### config.mk
export PLATFORM = sky130hd
export DESIGN_NAME = dma_to_axi_lite_flat
export DESIGN_NICKNAME = d
export VERILOG_FILES = /design/src/rtl/dma_to_axi_lite_if.sv /design/src/rtl/dma_to_axi_lite.sv /design/src/flat_wrapper.sv
export SDC_FILE = /design/constraint.sdc
export NUM_CORES = 1
export LEC_CHECK = 0
export CAP_MARGIN = 20
export CORE_AREA = 3 3 186 188
export CTS_CLUSTER_DIAMETER = 200
export DETAILED_ROUTE_END_ITERATION = 8
export DIE_AREA = 0 0 189 191
export PLACE_DENSITY = 0.56
export SYNTH_ARGS = -nofsm -noshare
export SYNTH_HDL_FRONTEND = slang
export SYNTH_SLANG_ARGS = --single-unit
### constraint.sdc
create_clock -name clk_i -period 2.5 [get_ports clk_i]
set_input_delay 0.25 -clock clk_i [delete_from_list [all_inputs] [get_ports clk_i]]
set_output_delay 0.25 -clock clk_i [all_outputs]
set_load 0.02 [all_outputs]
### src/rtl/dma_to_axi_lite_if.sv
// dma_to_axi_lite_if: DMA request/response bundle and AXI4-Lite bundle
interface dma_if #(
    parameter int addr_width_p = 64,
    parameter int data_width_p = 64
);
    logic                      v;
    logic                      ready;
    logic                      we;
    logic [addr_width_p-1:0]   addr;
    logic [data_width_p/8-1:0] be;
    logic [data_width_p-1:0]   data;
    logic                      resp_v;
    logic                      resp_ready;
    logic [data_width_p-1:0]   resp_data;
    logic                      err;
    modport master (output v, we, addr, be, data, resp_ready, input ready, resp_v, resp_data, err);
    modport slave  (input v, we, addr, be, data, resp_ready, output ready, resp_v, resp_data, err);
endinterface

interface axil_if #(
    parameter int addr_width_p = 64,
    parameter int data_width_p = 64
);
    logic                      awvalid;
    logic                      awready;
    logic [addr_width_p-1:0]   awaddr;
    logic                      wvalid;
    logic                      wready;
    logic [data_width_p-1:0]   wdata;
    logic [data_width_p/8-1:0] wstrb;
    logic                      bvalid;
    logic                      bready;
    logic [1:0]                bresp;
    logic                      arvalid;
    logic                      arready;
    logic [addr_width_p-1:0]   araddr;
    logic                      rvalid;
    logic                      rready;
    logic [data_width_p-1:0]   rdata;
    logic [1:0]                rresp;
    modport master (output awvalid, awaddr, wvalid, wdata, wstrb, bready, arvalid, araddr, rready,
                    input awready, wready, bvalid, bresp, arready, rvalid, rdata, rresp);
    modport slave  (input awvalid, awaddr, wvalid, wdata, wstrb, bready, arvalid, araddr, rready,
                    output awready, wready, bvalid, bresp, arready, rvalid, rdata, rresp);
endinterface

### src/rtl/dma_to_axi_lite.sv
// dma_to_axi_lite: single-beat DMA requests to one-at-a-time AXI4-Lite transactions
module dma_to_axi_lite #(
    parameter int addr_width_p = 64,
    parameter int data_width_p = 64
) (
    input  logic   clk_i,
    input  logic   reset_n_i,
    dma_if.slave   dma,
    axil_if.master axi
);
    typedef enum logic [2:0] {IDLE, WADDR, WRESP, RADDR, RDATA, RRESP} state_e;

    state_e                    state_q, state_d;
    logic [addr_width_p-1:0]   addr_q;
    logic [data_width_p/8-1:0] strb_q;
    logic [data_width_p-1:0]   wdata_q, rdata_q;
    logic                      awvalid_q, wvalid_q, arvalid_q, err_q;
    logic                      accept, aw_done, w_done, b_hs, r_hs;

    assign accept  = dma.v && state_q == IDLE;
    assign aw_done = !awvalid_q || axi.awready;
    assign w_done  = !wvalid_q || axi.wready;
    assign b_hs    = state_q == WRESP && axi.bvalid;
    assign r_hs    = state_q == RDATA && axi.rvalid;

    assign dma.ready     = state_q == IDLE;
    assign dma.resp_v    = state_q == RRESP;
    assign dma.resp_data = rdata_q;
    assign dma.err       = err_q;
    assign axi.awvalid   = awvalid_q;
    assign axi.awaddr    = addr_q;
    assign axi.wvalid    = wvalid_q;
    assign axi.wdata     = wdata_q;
    assign axi.wstrb     = strb_q;
    assign axi.bready    = state_q == WRESP;
    assign axi.arvalid   = arvalid_q;
    assign axi.araddr    = addr_q;
    assign axi.rready    = state_q == RDATA;

    // state register; reset abandons any transaction in flight
    always_ff @(posedge clk_i or negedge reset_n_i) begin
        if (!reset_n_i) state_q <= IDLE;
        else            state_q <= state_d;
    end

    // next state; AW and W may complete in either order or together
    always_comb begin
        state_d = state_q;
        case (state_q)
            IDLE:    if (dma.v) state_d = dma.we ? WADDR : RADDR;
            WADDR:   if (aw_done && w_done) state_d = WRESP;
            WRESP:   if (axi.bvalid) state_d = IDLE;
            RADDR:   if (axi.arready) state_d = RDATA;
            RDATA:   if (axi.rvalid) state_d = RRESP;
            RRESP:   if (dma.resp_ready) state_d = IDLE;
            default: state_d = IDLE;
        endcase
    end

    // request capture, per-channel valids, read data and sticky error
    always_ff @(posedge clk_i or negedge reset_n_i) begin
        if (!reset_n_i) begin
            addr_q    <= '0;
            strb_q    <= '0;
            wdata_q   <= '0;
            rdata_q   <= '0;
            awvalid_q <= 1'b0;
            wvalid_q  <= 1'b0;
            arvalid_q <= 1'b0;
            err_q     <= 1'b0;
        end else begin
            if (accept) begin
                addr_q    <= dma.addr;
                strb_q    <= dma.be;
                wdata_q   <= dma.data;
                awvalid_q <= dma.we;
                wvalid_q  <= dma.we;
                arvalid_q <= !dma.we;
            end else begin
                awvalid_q <= awvalid_q && !axi.awready;
                wvalid_q  <= wvalid_q && !axi.wready;
                arvalid_q <= arvalid_q && !axi.arready;
            end
            if (r_hs) rdata_q <= axi.rdata;
            if ((b_hs && axi.bresp != 2'b00) || (r_hs && axi.rresp != 2'b00)) err_q <= 1'b1;
        end
    end
endmodule
### src/flat_wrapper.sv
// flat-port wrapper written by rule: the top's interface ports become plain ports
module dma_to_axi_lite_flat 
#(
    parameter int addr_width_p = 64,
    parameter int data_width_p = 64
)
  (clk_i, reset_n_i, dma_v, dma_we, dma_addr, dma_be, dma_data, dma_resp_ready, dma_ready, dma_resp_v, dma_resp_data, dma_err, axi_awvalid, axi_awaddr, axi_wvalid, axi_wdata, axi_wstrb, axi_bready, axi_arvalid, axi_araddr, axi_rready, axi_awready, axi_wready, axi_bvalid, axi_bresp, axi_arready, axi_rvalid, axi_rdata, axi_rresp);
  dma_if #(.addr_width_p(addr_width_p), .data_width_p(data_width_p)) dma_i ();
  axil_if #(.addr_width_p(addr_width_p), .data_width_p(data_width_p)) axi_i ();
  input  logic clk_i;
  input  logic reset_n_i;
  input wire logic [$bits(dma_i.v)-1:0] dma_v;
  input wire logic [$bits(dma_i.we)-1:0] dma_we;
  input wire logic [$bits(dma_i.addr)-1:0] dma_addr;
  input wire logic [$bits(dma_i.be)-1:0] dma_be;
  input wire logic [$bits(dma_i.data)-1:0] dma_data;
  input wire logic [$bits(dma_i.resp_ready)-1:0] dma_resp_ready;
  output wire logic [$bits(dma_i.ready)-1:0] dma_ready;
  output wire logic [$bits(dma_i.resp_v)-1:0] dma_resp_v;
  output wire logic [$bits(dma_i.resp_data)-1:0] dma_resp_data;
  output wire logic [$bits(dma_i.err)-1:0] dma_err;
  output wire logic [$bits(axi_i.awvalid)-1:0] axi_awvalid;
  output wire logic [$bits(axi_i.awaddr)-1:0] axi_awaddr;
  output wire logic [$bits(axi_i.wvalid)-1:0] axi_wvalid;
  output wire logic [$bits(axi_i.wdata)-1:0] axi_wdata;
  output wire logic [$bits(axi_i.wstrb)-1:0] axi_wstrb;
  output wire logic [$bits(axi_i.bready)-1:0] axi_bready;
  output wire logic [$bits(axi_i.arvalid)-1:0] axi_arvalid;
  output wire logic [$bits(axi_i.araddr)-1:0] axi_araddr;
  output wire logic [$bits(axi_i.rready)-1:0] axi_rready;
  input wire logic [$bits(axi_i.awready)-1:0] axi_awready;
  input wire logic [$bits(axi_i.wready)-1:0] axi_wready;
  input wire logic [$bits(axi_i.bvalid)-1:0] axi_bvalid;
  input wire logic [$bits(axi_i.bresp)-1:0] axi_bresp;
  input wire logic [$bits(axi_i.arready)-1:0] axi_arready;
  input wire logic [$bits(axi_i.rvalid)-1:0] axi_rvalid;
  input wire logic [$bits(axi_i.rdata)-1:0] axi_rdata;
  input wire logic [$bits(axi_i.rresp)-1:0] axi_rresp;
  assign dma_i.v = dma_v;
  assign dma_i.we = dma_we;
  assign dma_i.addr = dma_addr;
  assign dma_i.be = dma_be;
  assign dma_i.data = dma_data;
  assign dma_i.resp_ready = dma_resp_ready;
  assign dma_ready = dma_i.ready;
  assign dma_resp_v = dma_i.resp_v;
  assign dma_resp_data = dma_i.resp_data;
  assign dma_err = dma_i.err;
  assign axi_awvalid = axi_i.awvalid;
  assign axi_awaddr = axi_i.awaddr;
  assign axi_wvalid = axi_i.wvalid;
  assign axi_wdata = axi_i.wdata;
  assign axi_wstrb = axi_i.wstrb;
  assign axi_bready = axi_i.bready;
  assign axi_arvalid = axi_i.arvalid;
  assign axi_araddr = axi_i.araddr;
  assign axi_rready = axi_i.rready;
  assign axi_i.awready = axi_awready;
  assign axi_i.wready = axi_wready;
  assign axi_i.bvalid = axi_bvalid;
  assign axi_i.bresp = axi_bresp;
  assign axi_i.arready = axi_arready;
  assign axi_i.rvalid = axi_rvalid;
  assign axi_i.rdata = axi_rdata;
  assign axi_i.rresp = axi_rresp;
  dma_to_axi_lite #(.addr_width_p(addr_width_p), .data_width_p(data_width_p)) u_core (.clk_i(clk_i), .reset_n_i(reset_n_i), .dma(dma_i), .axi(axi_i));
endmodule
* After elaboration in Yosys (flattened, before gate mapping)
Index checks and enable logic that the tools add are counted.
** Word-level totals
- Register bits :: 207
- Word-level logic and storage cells :: 53
** Operators by class
- Equal/unequal tests :: 11
- Multiplexer cells :: 11
- Reductions and logical operators :: 22
** Operators by type and width (number)
- two-way mux 3 bit :: 6
- one-hot mux 3 bit (6 select lines) :: 1
- logical AND 1 bit :: 9
- == test 3 x 2 -> 1 bit (second input constant) :: 2
- == test 3 bit (second input constant) :: 2
- zero test 1 bit :: 6
- inequality test 2 x 1 -> 1 bit (second input constant) :: 3
- inequality test 2 bit (second input constant) :: 3
- AND reduction 6 bit :: 1
- nonzero test 2 bit :: 2
- == test 3 x 1 -> 1 bit (second input constant) :: 1
- zero test 3 bit :: 1
- logical OR 1 bit :: 3
- two-way mux 1 bit :: 3
- two-way mux 2 bit :: 1

* Logic depth before layout (Yosys ltp)
- Depth after elaboration :: 5
- Gate-level depth with buffers :: 7
- Gate-level depth less buffers :: 3

* Least setup slack after synthesis
No wires, ideal clock.
- Path kind :: reg2reg
- Start :: register u_core.state_q[1]
- End :: register u_core.rdata_q[0] (netlist: u_core.dma.resp_data[0])
- Path slack :: 0.880 ns
- Library setup time :: 0.125 ns
- Arrival time :: 1.496 ns
- Clock period less this slack :: 1.620 ns
- Stages on the path, launching flop included :: 6
- Buffers on the path :: 3
- Path through :: dfrtp_1 > buf_6 > and4bb_2 > buf_2 > buf_2 > mux2_2
** Between the ends
- Word-level cells in the longest chain between the ends :: 2
** Ends and longest elaborated chain
- from (decl) :: RTL line dma_to_axi_lite.sv:13 : state_e state_q, state_d;
- from (signal assigned) :: RTL line dma_to_axi_lite.sv:43 : else state_q <= state_d;
- == test 3 bit :: RTL line dma_to_axi_lite.sv:24 : assign r_hs = state_q == RDATA && axi.rvalid;
- logical AND 1 bit :: RTL line dma_to_axi_lite.sv:24
- to (signal assigned) :: RTL line dma_to_axi_lite.sv:84 : if (r_hs) rdata_q <= axi.rdata;
- to (decl) :: RTL line dma_to_axi_lite.sv:16 : logic [data_width_p-1:0] wdata_q, rdata_q;
Every way passes these cells.
A chain may end at the register's enable or synchronous reset.

* Final worst setup path
- Start :: register u_core.state_q[2]
- End :: output axi_bready
** Between the ends
- Word-level cells in the longest chain between the ends :: 1
** Ends and longest elaborated chain
- == test 3 x 2 -> 1 bit :: RTL line dma_to_axi_lite.sv:35 : assign axi.bready = state_q == WRESP;
- to (decl) :: RTL line flat_wrapper.sv:27 : output wire logic [$bits(axi_i.bready)-1:0] axi_bready;
Every way passes these cells.

==> results.md <==
* Synth Flop Type: dfrtp_1
* DRC at 0
* Met3 usage at 6.31%
* GPL Wtd Cong at 0.752
* Clock Power Share at 17.4%
* Flop and latch count out of synthesis at between 200 and 250
* Clock-pin slew on the worst setup and hold paths at 60 ps
* Layout cells sized above 1 at 9.16%
* Final core utilization at between 40% and 50%
* FP Rows at 67
* TritonCTS Buffers at 25
* Pin count of the biggest net entering global routing at between 70 and 80
* R2R depth at 4
* Syn Std Cell Area at 8420 um^2
* First-pass GRT wire length at 43,200 um
* Syn_nets at 1,032
* Layout area overhead at 66.7%
* CTS Root Cell: clkbuf_16
* Largest stage delay on the critical path at about 650 ps
* Antenna violations before repair at 3
* Peak supply drop at 0.666 mV
* Pre-CTS WS at 466 ps
* WL/cell at 16.9 um
* Post-DRT Antenna Nets at 0
* Buf/Inv on CP at 1
* Global Route Usage Sum at 15.1%
* DP Wirelength at 21,400 um
* P_int at 11.6 mW
* Relative slew slack at 56.5%
* Critical Path Fanout Max at 10
* # H-tree levels at 1
* Initial detailed-routing violation count at 259
* Ys async rst share at 100%
* Sw Pwr at 7.59 mW
* TritonCTS clock tree: yes
* Initial DRT Pass Iterations at 4
* Final setup TNS at 0 ps
* Placement Cell Area at 13,300 um^2
* Vias/cell at 4.12
* Yosys warning count at 0
* Crit path required time at between 2000 and 2500 ps
* Pins Over Slew Limit at 0
* Sink Count at 207
* Yosys top cell area share at between 60% and 70%
* Worst clock skew at 17.4 ps
* Cell family with most CP delay: buffers and inverters
* Global-route met1 utilization at roughly 18%
* Worst-skew pair later-pin latency at 520 ps
* CP Cell Sequence: nand2b_1 -> nor2_1 -> clkdlybuf4s50_1
* Setup-failing EPs final at 0
* Area of the core at 33,300 um^2
* Worst slew pin tran at between 600 and 700 ps
* Hold Path Depth at 3
* Post-route insts no fill at 1,705
* Worst Setup End Kind: primary output
* Hold Crit Class: in -> reg
* Die W at 189 um
* FMAX at 428 MHz
* Power per cell area at 1370 nW/um^2
* Syn Inst Count at 818
* Fin crit period at around 2300 ps
* Setup WS post-layout at 161 ps
* Vias in the first global route at 7,334
* Syn Area/Cell at ~10 um^2
* Grt ovf at 0
* Final period util at 93.6%
* Static leakage at 6.40 nW
* Final wirelength at ~29,000 um
* Placed instance count at 1,659
* Busiest grt layer: met2
* Reg power frac at 31.3%
* Max Cap Viol at 0
* Final net count at approximately 1,500
* Startpoint types: flip-flop
* WP depth at 3
* Final instance area at 14,000 um^2
* Top cells by area, synth: dfrtp_1 61%, nand2_1 18%, mux2_2 8.6%
* Post-synth EDFFs at 0
* Post-synth top area cell: dfrtp_1
* CP max-delay cell: clkdlybuf4s50_1
* Worst R2R Setup Slack at 640 ps
* Longest Clk Path Bufs at 3
* Combinational share of power at just over 50%
* CP arrival at about 2100 ps
* Final hold vios at 0
* Synth cell types at 28
* Post CTS Setup Buffer Count at 0
* Seq/Total Area, Yosys at 61.5%
* Die Y at between 150 and 200 um
* Sw Share at 39.5%
* Fill cells at 3,244
* CP Class: reg -> out
* Die ar. at approximately 36,000 um^2
* Fin Hold WS at about 250 ps
* Via count at 7,032
* Initial core utilization at 25.3%
* Status: complete, no violations
* Total Power at 19.2 mW
* I/O Buffers at 485
* RSZ-0062 raised after global routing: no
* Met2 usage in global routing at 26.2%
* I/O Pins at 486
[cells in the final DEF (no fill, tap or decap), types with 2 or more instances in the layout]
master	n
nor3_1	2
clkdlybuf4s50_1	484
nand2_1	410
o221ai_1	2
dfrtp_1	206
o21ai_0	7
mux2_2	64
clkinv_4	2
inv_1	3
clkbuf_16	25
buf_12	8
buf_4	5
clkbuf_8	3
nand2b_1	3
clkbuf_1	11
clkinv_2	2
[worst paths after layout]
| check | start | to |
|---|---|---|
| max | u_core.state_q[2] | axi_bready |
| min | dma_data[31] | u_core.axi.wdata[31] |
| max reg2reg | u_core.state_q[1] | u_core.axi.araddr[33] |
| min reg2reg | u_core.axi.wdata[22] | u_core.axi.wdata[22] |
| max in group asynchronous | reset_n_i | u_core.axi.wstrb[4] |
| min in group asynchronous | reset_n_i | u_core.dma.resp_data[29] |
[cells in the mapped netlist (all sizes together), types with 2 or more instances]
cell,count
o21ai,7
nand2b,3
nor3,2
dfrtp,207
clkbuf,6
mux2,64
nand2,410
inv,3
buf,99
o221ai,2
[flip-flops by register name (all words and copies together) (netlist names)]
register and flops:
u_core.axi.araddr 64, u_core.axi.wdata 64, u_core.dma.resp_data 64, u_core.axi.wstrb 8
u_core.state_q 3, u_core.axi.arvalid 1, u_core.axi.awvalid 1, u_core.axi.wvalid 1
u_core.dma.err 1
[cell families (layout without fill, tap and decap cells)]
family	after synthesis	after routing	share of synthesized area, %
other cells	0	1	0
flops	207	207	61.5
simple gates	423	423	19.4
compound gates	15	15	1.16
mux	65	65	8.67
buf+inv	108	546	9.27
[power by group through the flow]
stage,clock network [mW],logic (mW),registers [mW]
2_1_floorplan,0,3.67,7.70
4_1_cts,3.52,10.0,6.04
3_5_place_dp,0,9.99,6.06
3_3_place_gp,0,9.92,6.03
6_report,3.35,9.85,6.01
5_1_grt,3.66,10.5,6.24
[layer usage]
metal | vias to the layer above | part of all wire [%]
li1 | 3337 | -
met1 | 3301 | 38
met2 | 349 | 49
met3 | 41 | 11
met4 | 4 | 1.6
met5 | - | 0.083
[worst reg2reg max path: cells and delay by family (launching register included)]
family / cells / cell delay (ps)
flops: 1 / 500
buf+inv: 1 / 270
simple gates: 3 / 970
[area by class of cell]
class,instances,area (um^2),share of cell area [%]
diodes,1,2.50,0.0178
clock buffers,39,708,5.04
clock inverters,5,36.3,0.258
inverters,3,11.3,0.0802
multi-input cells,503,2480,17.7
flip-flops and latches,207,5180,36.9
well taps,448,561,3.99
repair buffers,499,5070,36.1
[timing repair]
| item | 4_1_cts | 5_1_grt |
|---|---|---|
| endpoints found under the hold margin | 68 | 0 |
| hold buffers | 1 | 0 |
| setup endpoints to repair | 0 | 1 |
| gates resized for setup | 0 | 1 |
(Power assumes the default switching activity.)
